===== config.mk =====
export PLATFORM = sky130hd
export DESIGN_NAME = irq_controller
export DESIGN_NICKNAME = d
export VERILOG_FILES = /design/src/rtl/irq_controller.sv
export SDC_FILE = /design/constraint.sdc
export NUM_CORES = 1
export LEC_CHECK = 0
export CAP_MARGIN = 10
export CORE_UTILIZATION = 43
export CTS_CLUSTER_SIZE = 40
export DETAILED_ROUTE_END_ITERATION = 16
export GPL_TIMING_DRIVEN = 0
export PLACE_DENSITY = 0.79
export SYNTH_ARGS = -nofsm -noshare
export SYNTH_HDL_FRONTEND = slang
export SYNTH_SLANG_ARGS = --single-unit

===== constraint.sdc =====
create_clock -name clk -period 3.55 [get_ports clk]
set_input_delay 0.5325 -clock clk [delete_from_list [all_inputs] [get_ports clk]]
set_output_delay 0.5325 -clock clk [all_outputs]
set_load 0.01 [all_outputs]

===== src/rtl/irq_controller.sv =====
// irq_controller: collects device interrupt sources into a pending register,
// masks them, raises the cpu irq line and answers the acknowledge cycle with
// the masked pending vector, clearing the bits it delivered.
module irq_controller #(
  parameter int          NSRC      = 64,
  parameter logic [63:0] EDGE_MASK = 64'hFFFF_FFFF_FFFF_FFFF,
  parameter int          HOLDOFF   = 2
) (
  input  logic            clk,
  input  logic            reset,
  input  logic [NSRC-1:0] i_src,
  input  logic            i_iack,
  input  logic            i_wr,
  input  logic [1:0]      i_waddr,
  input  logic [63:0]     i_wdata,
  output logic            o_irq,
  output logic [63:0]     o_data,
  output logic [NSRC-1:0] o_pending,
  output logic [NSRC-1:0] o_mask
);

  typedef enum logic [1:0] {IDLE, REQ, ACK, HOLD} state_t;

  localparam logic [NSRC-1:0] EDGE_SEL  = EDGE_MASK[NSRC-1:0];
  localparam logic [3:0]      HOLD_LOAD = 4'(HOLDOFF);

  state_t          state;
  logic [3:0]      cnt;
  logic [NSRC-1:0] pending;
  logic [NSRC-1:0] mask;
  logic [NSRC-1:0] src_q;
  logic [NSRC-1:0] active;
  logic [NSRC-1:0] wdata_n;
  logic [NSRC-1:0] src_set;
  logic [NSRC-1:0] ack_clr;
  logic [NSRC-1:0] pending_next;
  logic            take;

  // Pending update: ack clear, then software clear, software set, and source
  // set last so that a source event coinciding with its own clear survives.
  always_comb begin
    active  = pending & mask;
    wdata_n = i_wdata[NSRC-1:0];
    // Only the first cycle of an acknowledge delivers and clears.
    take    = i_iack && (state != ACK);
    ack_clr = take ? active : '0;
    src_set = (i_src & ~src_q & EDGE_SEL) | (i_src & ~EDGE_SEL);
    pending_next = pending & ~ack_clr;
    if (i_wr && i_waddr == 2'd2) pending_next = pending_next & ~wdata_n;
    if (i_wr && i_waddr == 2'd1) pending_next = pending_next | wdata_n;
    pending_next = pending_next | src_set;
    // Combinational so the cpu can sample the vector in its iack cycle.
    o_data = '0;
    o_data[NSRC-1:0] = ack_clr;
  end

  // Registers and the request/acknowledge/holdoff state machine.
  always_ff @(posedge clk) begin
    if (!reset) begin
      pending <= '0;
      mask    <= '0;
      src_q   <= '0;
      state   <= IDLE;
      cnt     <= '0;
      o_irq   <= 1'b0;
    end else begin
      src_q   <= i_src;
      pending <= pending_next;
      if (i_wr && i_waddr == 2'd0) mask <= wdata_n;
      case (state)
        IDLE: begin
          if (i_iack) begin
            state <= ACK;
            o_irq <= 1'b0;
          end else if (|active) begin
            state <= REQ;
            o_irq <= 1'b1;
          end
        end
        REQ: begin
          if (i_iack) begin
            state <= ACK;
            o_irq <= 1'b0;
          end else if (active == '0) begin
            state <= IDLE;
            o_irq <= 1'b0;
          end
        end
        ACK: begin
          o_irq <= 1'b0;
          if (!i_iack) begin
            if (HOLD_LOAD == 4'd0) begin
              state <= IDLE;
            end else begin
              cnt   <= HOLD_LOAD;
              state <= HOLD;
            end
          end
        end
        HOLD: begin
          o_irq <= 1'b0;
          if (i_iack) begin
            state <= ACK;
          end else begin
            cnt <= cnt - 4'd1;
            if (cnt <= 4'd1) state <= IDLE;
          end
        end
        default: begin
          state <= IDLE;
          o_irq <= 1'b0;
        end
      endcase
    end
  end

  assign o_pending = pending;
  assign o_mask    = mask;

endmodule


After elaboration in Yosys (flattened, before gate mapping)
Index checks and enable logic that the tools add are counted.
- register bits after elaboration: 199
- output and inout port bits: 193
- add/sub/neg operators: 1
- magnitude comparators: 1
- equal/unequal tests: 11
- multiplexer cells: 19
- bitwise operators: 9
- reductions and logical operators: 13
- operator list (operator ; count):
    AND 64 bit ; 4
    2-to-1 mux 64 bit ; 3
    NOT 64 bit ; 3
    OR 64 bit ; 2
    logical NOT 64 bit ; 1
    OR reduction 64 bit ; 1
    2-to-1 mux 2 bit ; 7
    != test 3 bit, second input constant ; 3
    2-to-1 mux 4 bit ; 2
    one-hot mux 2 bit (4 select lines) ; 1
    one-hot mux 4 bit (2 select lines) ; 1
    equality test 2 bit, second input constant ; 3
    != test 2 bit, second input constant ; 3
    equality test 2 x 1 -> 1 bit, second input constant ; 2
    <= comparator 4 x 1 -> 1 bit, second input constant ; 1
    logical AND 1 bit ; 4
    logical NOT 2 bit ; 2
    2-to-1 mux 1 bit ; 4
    AND reduction 4 bit ; 1
    subtractor 4 x 1 -> 4 bit, second input constant ; 1
    one-hot mux 1 bit (3 select lines) ; 1
    AND reduction 3 bit ; 1
    AND reduction 2 bit ; 1
    nonzero test 2 bit ; 1
    OR reduction 2 bit ; 1

Depth between registers and ports, before layout
Gate-level depths: netlist (run 1).
- depth after elaboration: 10
- depth in mapped cells: 7

Worst setup path before layout (run 1)
No wires, ideal clock.
- path kind: input -> output
- from: input port i_iack
- to: output port o_data[0]
- arrival time: 1.289 ns
- required time: 3.017 ns
- setup slack: 1.728 ns
- cell stages on the path: 4
- buffers on the path: 2
- cell sequence: a21boi_4 buf_6 clkbuf_1 and3_1
- longest elaborated chain between the ends: 2
- RTL lines (element ; line ; source):
    start, declared ; 12 ; input logic i_iack,
    logical AND 1 bit ; 45 ; take = i_iack && (state != ACK);
    2-to-1 mux 64 bit ; 46 ; ack_clr = take ? active : '0;
    end, declared ; 17 ; output logic [63:0] o_data,
No other way between the ends.

Worst setup path after layout (run 1)
- from: input port i_iack
- to: output port o_data[2]
The elaborated chain is that of the path after synthesis.

==> results of run 1 <==
## metrics by stage
stage	hold WS, ns	utilization [%]	power (W)	worst slack, ns	TNS [ns]
after CTS	0.485	65.3	0.00524	0.0400	0
final	0.484	65.3	0.00523	0.0719	0
after detailed placement	0.475	62.4	0.00337	-0.0752	-0.386
after global routing	0.500	65.3	0.00542	0.0399	0
after global placement	0.466	62.4	0.00336	-0.0493	-0.140
after floorplan	0.494	-	0.00287	1.73	0
## synthesized netlist by cell type, types with 2 or more instances
master	count	share of area [%]
ha_1	2	0.29
nor2_1	48	2.1
buf_4	3	0.26
nor2b_1	64	4.7
o21ai_0	5	0.29
clkbuf_1	24	1.1
and3_1	21	1.5
a32oi_1	20	2.0
nand4_1	9	0.66
nor4_1	4	0.29
dfxtp_1	199	47
a21boi_0	64	5.6
buf_2	25	1.5
nand2_1	177	7.8
clkbuf_8	4	0.64
a222oi_1	64	7.5
a21oi_1	2	0.12
buf_6	6	0.79
inv_2	2	0.088
inv_1	66	2.9
nor3b_1	2	0.18
a2bb2oi_2	13	2.3
a22oi_1	10	0.88
nand3_1	9	0.53
a2bb2oi_1	31	3.2
and2_1	67	4.9
## what timing repair did
item / in CTS / in global routing
setup endpoints to repair: 10 / 9
gates resized for setup: 1 / 0
hold buffers: 0 / 0
## area by class of cell
class	count	area, µm²	share of cell area (%)
Sequential cell	199	3980	31.3
Multi-Input combinational cell	625	3960	31.1
Timing Repair Buffer	325	3250	25.6
Clock buffer	17	425	3.35
Buffer	61	358	2.82
Tap cell	265	332	2.61
Inverter	68	255	2.01
Clock inverter	14	141	1.11
Antenna cell	2	5.00	0.0394
## critical path, stage by stage
cell and delay [ns]:
clkdlybuf4s50_1 0.64, a21boi_4 0.38, buf_6 0.26, clkbuf_2 0.32
and3_1 0.20, clkdlybuf4s50_1 0.60
## sequential cells by signal, summed over array words and instances (netlist names), named ones only
register	count
cnt	4
o_irq	1
o_mask	64
o_pending	64
src_q	64
state	1
## power breakdown
part	internal (W)	switching [W]	leakage [nW]
logic	0.000476	0.000389	2.88
clock network	0.000984	0.000910	0.264
registers	0.00236	0.000105	1.65
total	0.00382	0.00140	4.79
## metal layers
layer  vias up  part of all wire (%)  wire [µm]  GRT usage [%]
li1       4037                     -          -              -
met1      4056                    41      12100           35.7
met2       398                    48      14400           49.0
met3        42                   8.5       2540           5.87
met4         0                   2.5        753           11.9
met5         -                     0          0              0
## kinds of logic (layout without fill, tap and decap cells)
family | count (synthesis) | after routing | share of synthesized area [%]
compound gates | 213 | 213 | 22.5
flops | 199 | 199 | 46.6
simple gates | 410 | 410 | 23.5
fa+ha+maj | 2 | 2 | 0.292
other cells | 0 | 2 | 0
buf+inv | 130 | 485 | 7.20
## path summary, 6_finish.rpt
path,start,to,slack [ns],cells past startpoint
setup / recovery,i_iack,o_data[2],0.07,6
hold / removal,o_mask[17],o_mask[17],0.48,2
hold reg to reg,o_mask[17],o_mask[17],0.48,2
setup reg to reg,o_pending[17],o_irq,1.48,5
==> flow_metrics.tcl, run 1 <==
set metrics [dict create \
    clk_path_buf_depth 2 \
    syn_area_um2 8550 \
    slew-limit-headroom_pct 43.9 \
    initial_utilization_pct 44.0 \
    min_period_ns 3.48 \
    drive_gt1_share_pct 6.80 \
    postSynth.topFlopCell "dfxtp_1" \
    final_cell_area_um2 12700 \
    overflow 0 \
    row_count 51 \
    drv_slew 0 \
    rsz0062_at_grt "no" \
    required_ns 3.02 \
    first_global_vias 8194 \
    post_synth_num_cell_types 39 \
    gp_congestion 0.860 \
    crit_arrival_ns 2.95 \
    area_growth_pct 48.6 \
    drc 0 \
    irDropWorstVdd_v 0.000330 \
    ys_ff_latch 199 \
    clk_latency_ns 0.43 \
    yosysSeqAreaShare_pct 46.6 \
    antenna_found_initial 2 \
    postSynthAreaPerCell_um2 8.97 \
    status "completed" \
    final_common_cell "clkdlybuf4s50_1" \
    die-area_um2 20500 \
    grt.total_usage_pct 28.9 \
    dieWidth_um 143 \
    io_buffers 325 \
    grt_first_pass_wirelength_um 44700 \
    wl_um 29900 \
    clkSinkCount 199 \
    num_vias 8533 \
    final_antenna_net_count 0 \
    final_cells 1576 \
    io_pins 327 \
    viasPerCell 5.41 \
    startpoint_type "input port" \
    dp.final_hpwl_um 22000 \
    worst_slew_pin_slew_ns 0.834 \
    placed_cell_area_um2 12100 \
    die_y_um 143 \
    synthCells 954 \
    hold_viol 0 \
    drtPass1Iterations 6 \
    crit_fanout 19 \
    hold_path_class "reg -> reg" \
    drt-initial-drc-count 689 \
    powerDensity_nw_per_um2 411 \
    fillCellCount 1632 \
    finalCritPeriodShare_pct 98.0 \
    root_buffer "clkbuf_16" \
    fin_skew_ns 0.0106 \
    post_cts_buffers 0 \
    synth-edff-count 0 \
    yosysWarnings 0 \
    cp-end-kind "output pin" \
    numCtsBuffers 17 \
    final_nets 1433 \
    async_reset_ff_share_pct 0 \
    criticalPathCategory "in -> out" \
    cts_tree "done" \
    dp_cells 1544 \
    syn-num-nets 1090 \
    max_freq_mhz 288 \
    max_cap_violations 0 \
    p_leak_nw 4.79 \
    grt_max_degree 19 \
    coreArea_um2 19500 \
    h-tree-depth 4 \
    wl_per_cell_um 19.0 \
    path_clk_slew_ns 0.08 \
    layout_common_cells "clkdlybuf4s50_1, dfxtp_1, nand2_1" \
    setup_viol 0 \
]
(Power assumes the default switching activity.)
==> run 2, diff against run 1 <==
- DONT_BUFFER_PORTS: not set -> 1
- PLACE_DENSITY: 0.79 -> not set
==> flow_metrics.tcl, run 2 (synthesized netlist as in run 1, its figures left out) <==
set metrics [dict create \
    clk_path_buf_depth 2 \
    wl_um 27800 \
    dp_cells 1219 \
    startpoint_type "flop" \
    grt.busiest_layer "met2" \
    crit_arrival_ns 2.43 \
    status "completed" \
    h-tree-depth 4 \
    path_buf_inv 3 \
    whs_endpoint "src_q[34]" \
    max_cap_violations 0 \
    crit_path_cell_trace "inv_2 > a21boi_4 > buf_6 > clkbuf_1 > and3_1" \
    grt.total_usage_pct 26.6 \
    cts_resized 0 \
    num_vias 7256 \
    dp.final_hpwl_um 20400 \
    crit_path_max_incr_delay_ns 0.58 \
    final_nets 1109 \
    root_buffer "clkbuf_16" \
    initial_utilization_pct 44.0 \
    first_global_vias 6719 \
    reg2reg_from "o_mask[17]" \
    drv_slew 0 \
    criticalPathCategory "reg -> out" \
    irDropWorstVdd_v 0.000322 \
    use_met1_pct 33.6 \
    grt_first_pass_wirelength_um 40300 \
    whs_path_depth 1 \
    io_buffers 0 \
    reg2reg_setup_slack_ns 1.56 \
    tns_ns 0 \
    ff2ff_path_depth 5 \
    io_pins 327 \
    layout_common_cells "dfxtp_1, nand2_1, and2_1" \
    gp_congestion 0.807 \
    finalPower_w 0.00502 \
    required_ns 3.02 \
    hold_path_class "in -> reg" \
    finalCritPeriodShare_pct 83.6 \
    use_met3_pct 7.01 \
    max_freq_mhz 337 \
    drtPass1Iterations 8 \
    drc 0 \
    n_antenna_cell 0 \
    gr-usage-met2_pct 43.1 \
    powerDensity_nw_per_um2 528 \
    die_y_um 143 \
    row_count 51 \
    grt_max_degree 19 \
    ctsHoldBuffers 0 \
    clkSinkCount 199 \
    fin_skew_ns 0.00908 \
    overflow 0 \
    die-area_um2 20500 \
    wl_per_cell_um 22.2 \
    final_common_cell "dfxtp_1" \
    drt-initial-drc-count 623 \
    hp-start "i_src[34]" \
    r2r-end "o_irq" \
    antenna_found_initial 0 \
    hold_viol 0 \
    dieWidth_um 143 \
    path_clk_slew_ns 0.08 \
    worst_path_max_delay_cell "clkbuf_1" \
    cts_tree "done" \
    slew-limit-headroom_pct 46.9 \
    setup_viol 0 \
    clk_latency_ns 0.44 \
    rsz0062_at_grt "no" \
    final_cells 1251 \
    post_cts_buffers 0 \
    area_growth_pct 11.0 \
    numCtsBuffers 17 \
    viasPerCell 5.80 \
    cp-end-kind "output pin" \
    p_leak_nw 3.64 \
    final_antenna_net_count 0 \
    coreArea_um2 19500 \
    crit_fanout 10 \
    drive_gt1_share_pct 9.03 \
    worst_slew_pin_slew_ns 0.790 \
    cpLargestDelayFamily "buffers and inverters" \
    min_period_ns 2.97 \
]
[run 2: cell count changes in the layout (fill, tap and decap cells not counted)]
cell             delta
bufinv_16           +1
clkbuf_1            +2
clkbuf_2            -1
clkbuf_8            +2
clkdlybuf4s50_1   -325
clkinv_4            +4
clkinvlp_4          -5
diode_2             -2
inv_6               -1
[run 2: power breakdown]
group          total [W]  switching [W]  leakage, nW  internal (W)
combinational   0.000454       0.000250         1.69      0.000205
sequential       0.00252       0.000163         1.65       0.00236
clock            0.00204       0.000936        0.304       0.00110
[run 2: metal layers]
layer  vias up  wire [µm]  share of wire [%]
met3        44       2600                9.3
met2       345      13100                 47
met1      3483      11500                 41
met5         -          0                  0
met4         0        701                2.5
li1       3384          -                  -
[run 2: final cells by class]
type	instances	area, µm²
fill	1915	9960
sequential	199	3980
multi-input combinational	625	3960
clock buffer	19	453
buffer	62	360
tap	265	332
inverter	68	255
clock inverter	13	160
[run 2: worst register-to-register path, stage by stage (launching register included)]
cell and delay (ns):
dfxtp_1 0.36, nand2_1 0.17, nand4_1 0.26, nor4_1 0.67, and4_1 0.33, o21ai_0 0.09
[run 2: worst max path at each step]
stage	slack, ns	from	cells past startpoint	end
6_report	0.58	state[0]	5	o_data[35]
5_1_grt	0.49	state[0]	5	o_data[2]
4_1_cts	0.56	state[0]	5	o_data[2]
3_5_place_dp	1.05	state[0]	5	o_data[2]
3_3_place_gp	1.05	state[0]	5	o_data[35]
2_1_floorplan	1.73	i_iack	4	o_data[0]
[run 2: stage by stage]
stage	utilization, %	setup slack, ns	instance area [µm²]	hold WS, ns
floorplan	-	1.73	8550	0.494
finish	48.8	0.584	9500	0.209
global route	48.8	0.493	9500	0.196
detailed placement	45.7	1.05	8890	0.511
global placement	45.7	1.05	8890	0.498
CTS	48.8	0.562	9500	0.192
==> run 3, diff against run 2 <==
- clock period: 3.55 -> 2.6 ns (I/O delays scaled with it)
==> flow_metrics.tcl, run 3 (synthesized netlist as in run 1, its figures left out) <==
set metrics [dict create \
    cpLargestDelayFamily "buffers and inverters" \
    max_freq_mhz 407 \
    dp.final_hpwl_um 20400 \
    internal_power_w 0.00501 \
    grt_max_degree 19 \
    clkSinkCount 199 \
    gp_congestion 0.807 \
    cts_tree "done" \
    clk_path_buf_depth 2 \
    layout_common_cells "dfxtp_1, nand2_1, and2_1" \
    p_comb_share_pct 9.1 \
    p_leak_nw 3.65 \
    grt.busiest_layer "met2" \
    swShare_pct 26.9 \
    hp-start "i_src[46]" \
    irDropWorstVdd_v 0.000432 \
    drt-initial-drc-count 609 \
    startpoint_type "flop" \
    overflow 0 \
    path_clk_slew_ns 0.08 \
    required_ns 2.21 \
    crit_fanout 10 \
    slew-limit-headroom_pct 53.3 \
    final_antenna_net_count 0 \
    final_nets 1109 \
    fin_skew_ns 0.0121 \
    gr-usage-met2_pct 43.4 \
    die_y_um 143 \
    worst_path_max_delay_cell "dfxtp_1" \
    powerDensity_nw_per_um2 721 \
    drc 0 \
    finalPower_w 0.00685 \
    num_vias 7257 \
    max_cap_violations 0 \
    rsz0062_at_grt "no" \
    crit_arrival_ns 2.07 \
    drv_slew 0 \
    drive_gt1_share_pct 9.23 \
    reg2reg_from "o_mask[17]" \
    grt.total_usage_pct 26.6 \
    h-tree-depth 4 \
    wl_um 27900 \
    root_buffer "clkbuf_16" \
    tns_ns 0 \
    use_met1_pct 33.5 \
    io_pins 327 \
    dieWidth_um 143 \
    final_common_cell "dfxtp_1" \
    crit_path_max_incr_delay_ns 0.50 \
    post_cts_buffers 0 \
    finalCritPeriodShare_pct 94.5 \
    cp.depth 5 \
    grt_first_pass_wirelength_um 40300 \
    viasPerCell 5.80 \
    coreArea_um2 19500 \
    r2r-end "o_irq" \
    ctsHoldBuffers 0 \
    final_cells 1251 \
    io_buffers 0 \
    criticalPathCategory "reg -> out" \
    whs_endpoint "src_q[46]" \
    status "completed" \
    cp-end-kind "output pin" \
    initial_utilization_pct 44.0 \
    crit_path_cell_trace "inv_2 > a21boi_4 > buf_6 > buf_2 > and3_1" \
    hold_viol 0 \
    min_period_ns 2.46 \
    dp_cells 1219 \
    clk_latency_ns 0.44 \
    first_global_vias 6716 \
    die-area_um2 20500 \
    clkPwrFrac_pct 40.6 \
    antenna_found_initial 0 \
    numCtsBuffers 17 \
    ff2ff_path_depth 5 \
    setup_viol 0 \
    drtPass1Iterations 8 \
    use_met3_pct 7.04 \
    pwr-share-seq_pct 50.3 \
    row_count 51 \
    path_buf_inv 3 \
    wl_per_cell_um 22.3 \
    area_growth_pct 11.1 \
    switching_power_w 0.00184 \
    n_antenna_cell 0 \
    whs_path_depth 1 \
    reg2reg_setup_slack_ns 0.61 \
    hold_path_class "in -> reg" \
    worst_slew_pin_slew_ns 0.695 \
]
-- run 3: cell count changes in the layout (fill, tap and decap cells not counted), sizes merged --
| cell | previous run | this run |
|---|---|---|
| buf | 34 | 35 |
| clkbuf | 47 | 46 |
-- run 3: worst max-delay path by stage --
| stage | start | end | slack, ns |
|---|---|---|---|
| after floorplan | state[0] | o_data[0] | 0.93 |
| after global placement | state[0] | o_data[35] | 0.24 |
| after detailed placement | state[0] | o_data[2] | 0.24 |
| after CTS | state[0] | o_data[2] | 0.04 |
| after global routing | state[0] | o_data[36] | 0.02 |
| final | state[0] | o_data[36] | 0.14 |
-- run 3: metrics by stage --
| step | worst slack (ns) | util, % | hold slack, ns | area, µm² |
|---|---|---|---|---|
| 5_1_grt | 0.0172 | 48.8 | 0.0539 | 9500 |
| 2_1_floorplan | 0.930 | - | 0.494 | 8550 |
| 3_3_place_gp | 0.242 | 45.7 | 0.498 | 8890 |
| 6_report | 0.144 | 48.8 | 0.0680 | 9500 |
| 3_5_place_dp | 0.244 | 45.7 | 0.511 | 8890 |
| 4_1_cts | 0.0410 | 48.8 | 0.0499 | 9500 |
-- run 3: cell type report --
type	instances	area, µm²
Tap cell	265	332
Clock buffer	19	453
Sequential cell	199	3980
Buffer	62	365
Fill cell	1916	9960
Inverter	68	255
Multi-Input combinational cell	625	3960
Clock inverter	13	160
-- run 3: power by group through the flow --
stage / combinational (W) / clock [W] / sequential [W]
CTS: 0.000626 / 0.00282 / 0.00344
detailed placement: 0.000623 / 0 / 0.00352
global route: 0.000687 / 0.00295 / 0.00347
floorplan: 0.000467 / 0 / 0.00346
finish: 0.000622 / 0.00278 / 0.00345
global placement: 0.000614 / 0 / 0.00351
-- run 3: worst reg2reg max path: stages, from the launching register on --
cell and delay, ns:
dfxtp_1 0.36, nand2_1 0.17, nand4_1 0.27, nor4_1 0.66, and4_1 0.32, o21ai_0 0.08
-- run 3: timing repair --
action	in CTS	in global routing
endpoints found under the setup margin	20	6
hold endpoints to repair	0	0
resized for setup	2	3
-- run 3: routing by layer --
layer / part of all wire, % / vias to the layer above
met4: 2.1 / 0
met5: 0 / -
met3: 9.0 / 34
met1: 42 / 3495
li1: - / 3391
met2: 47 / 337
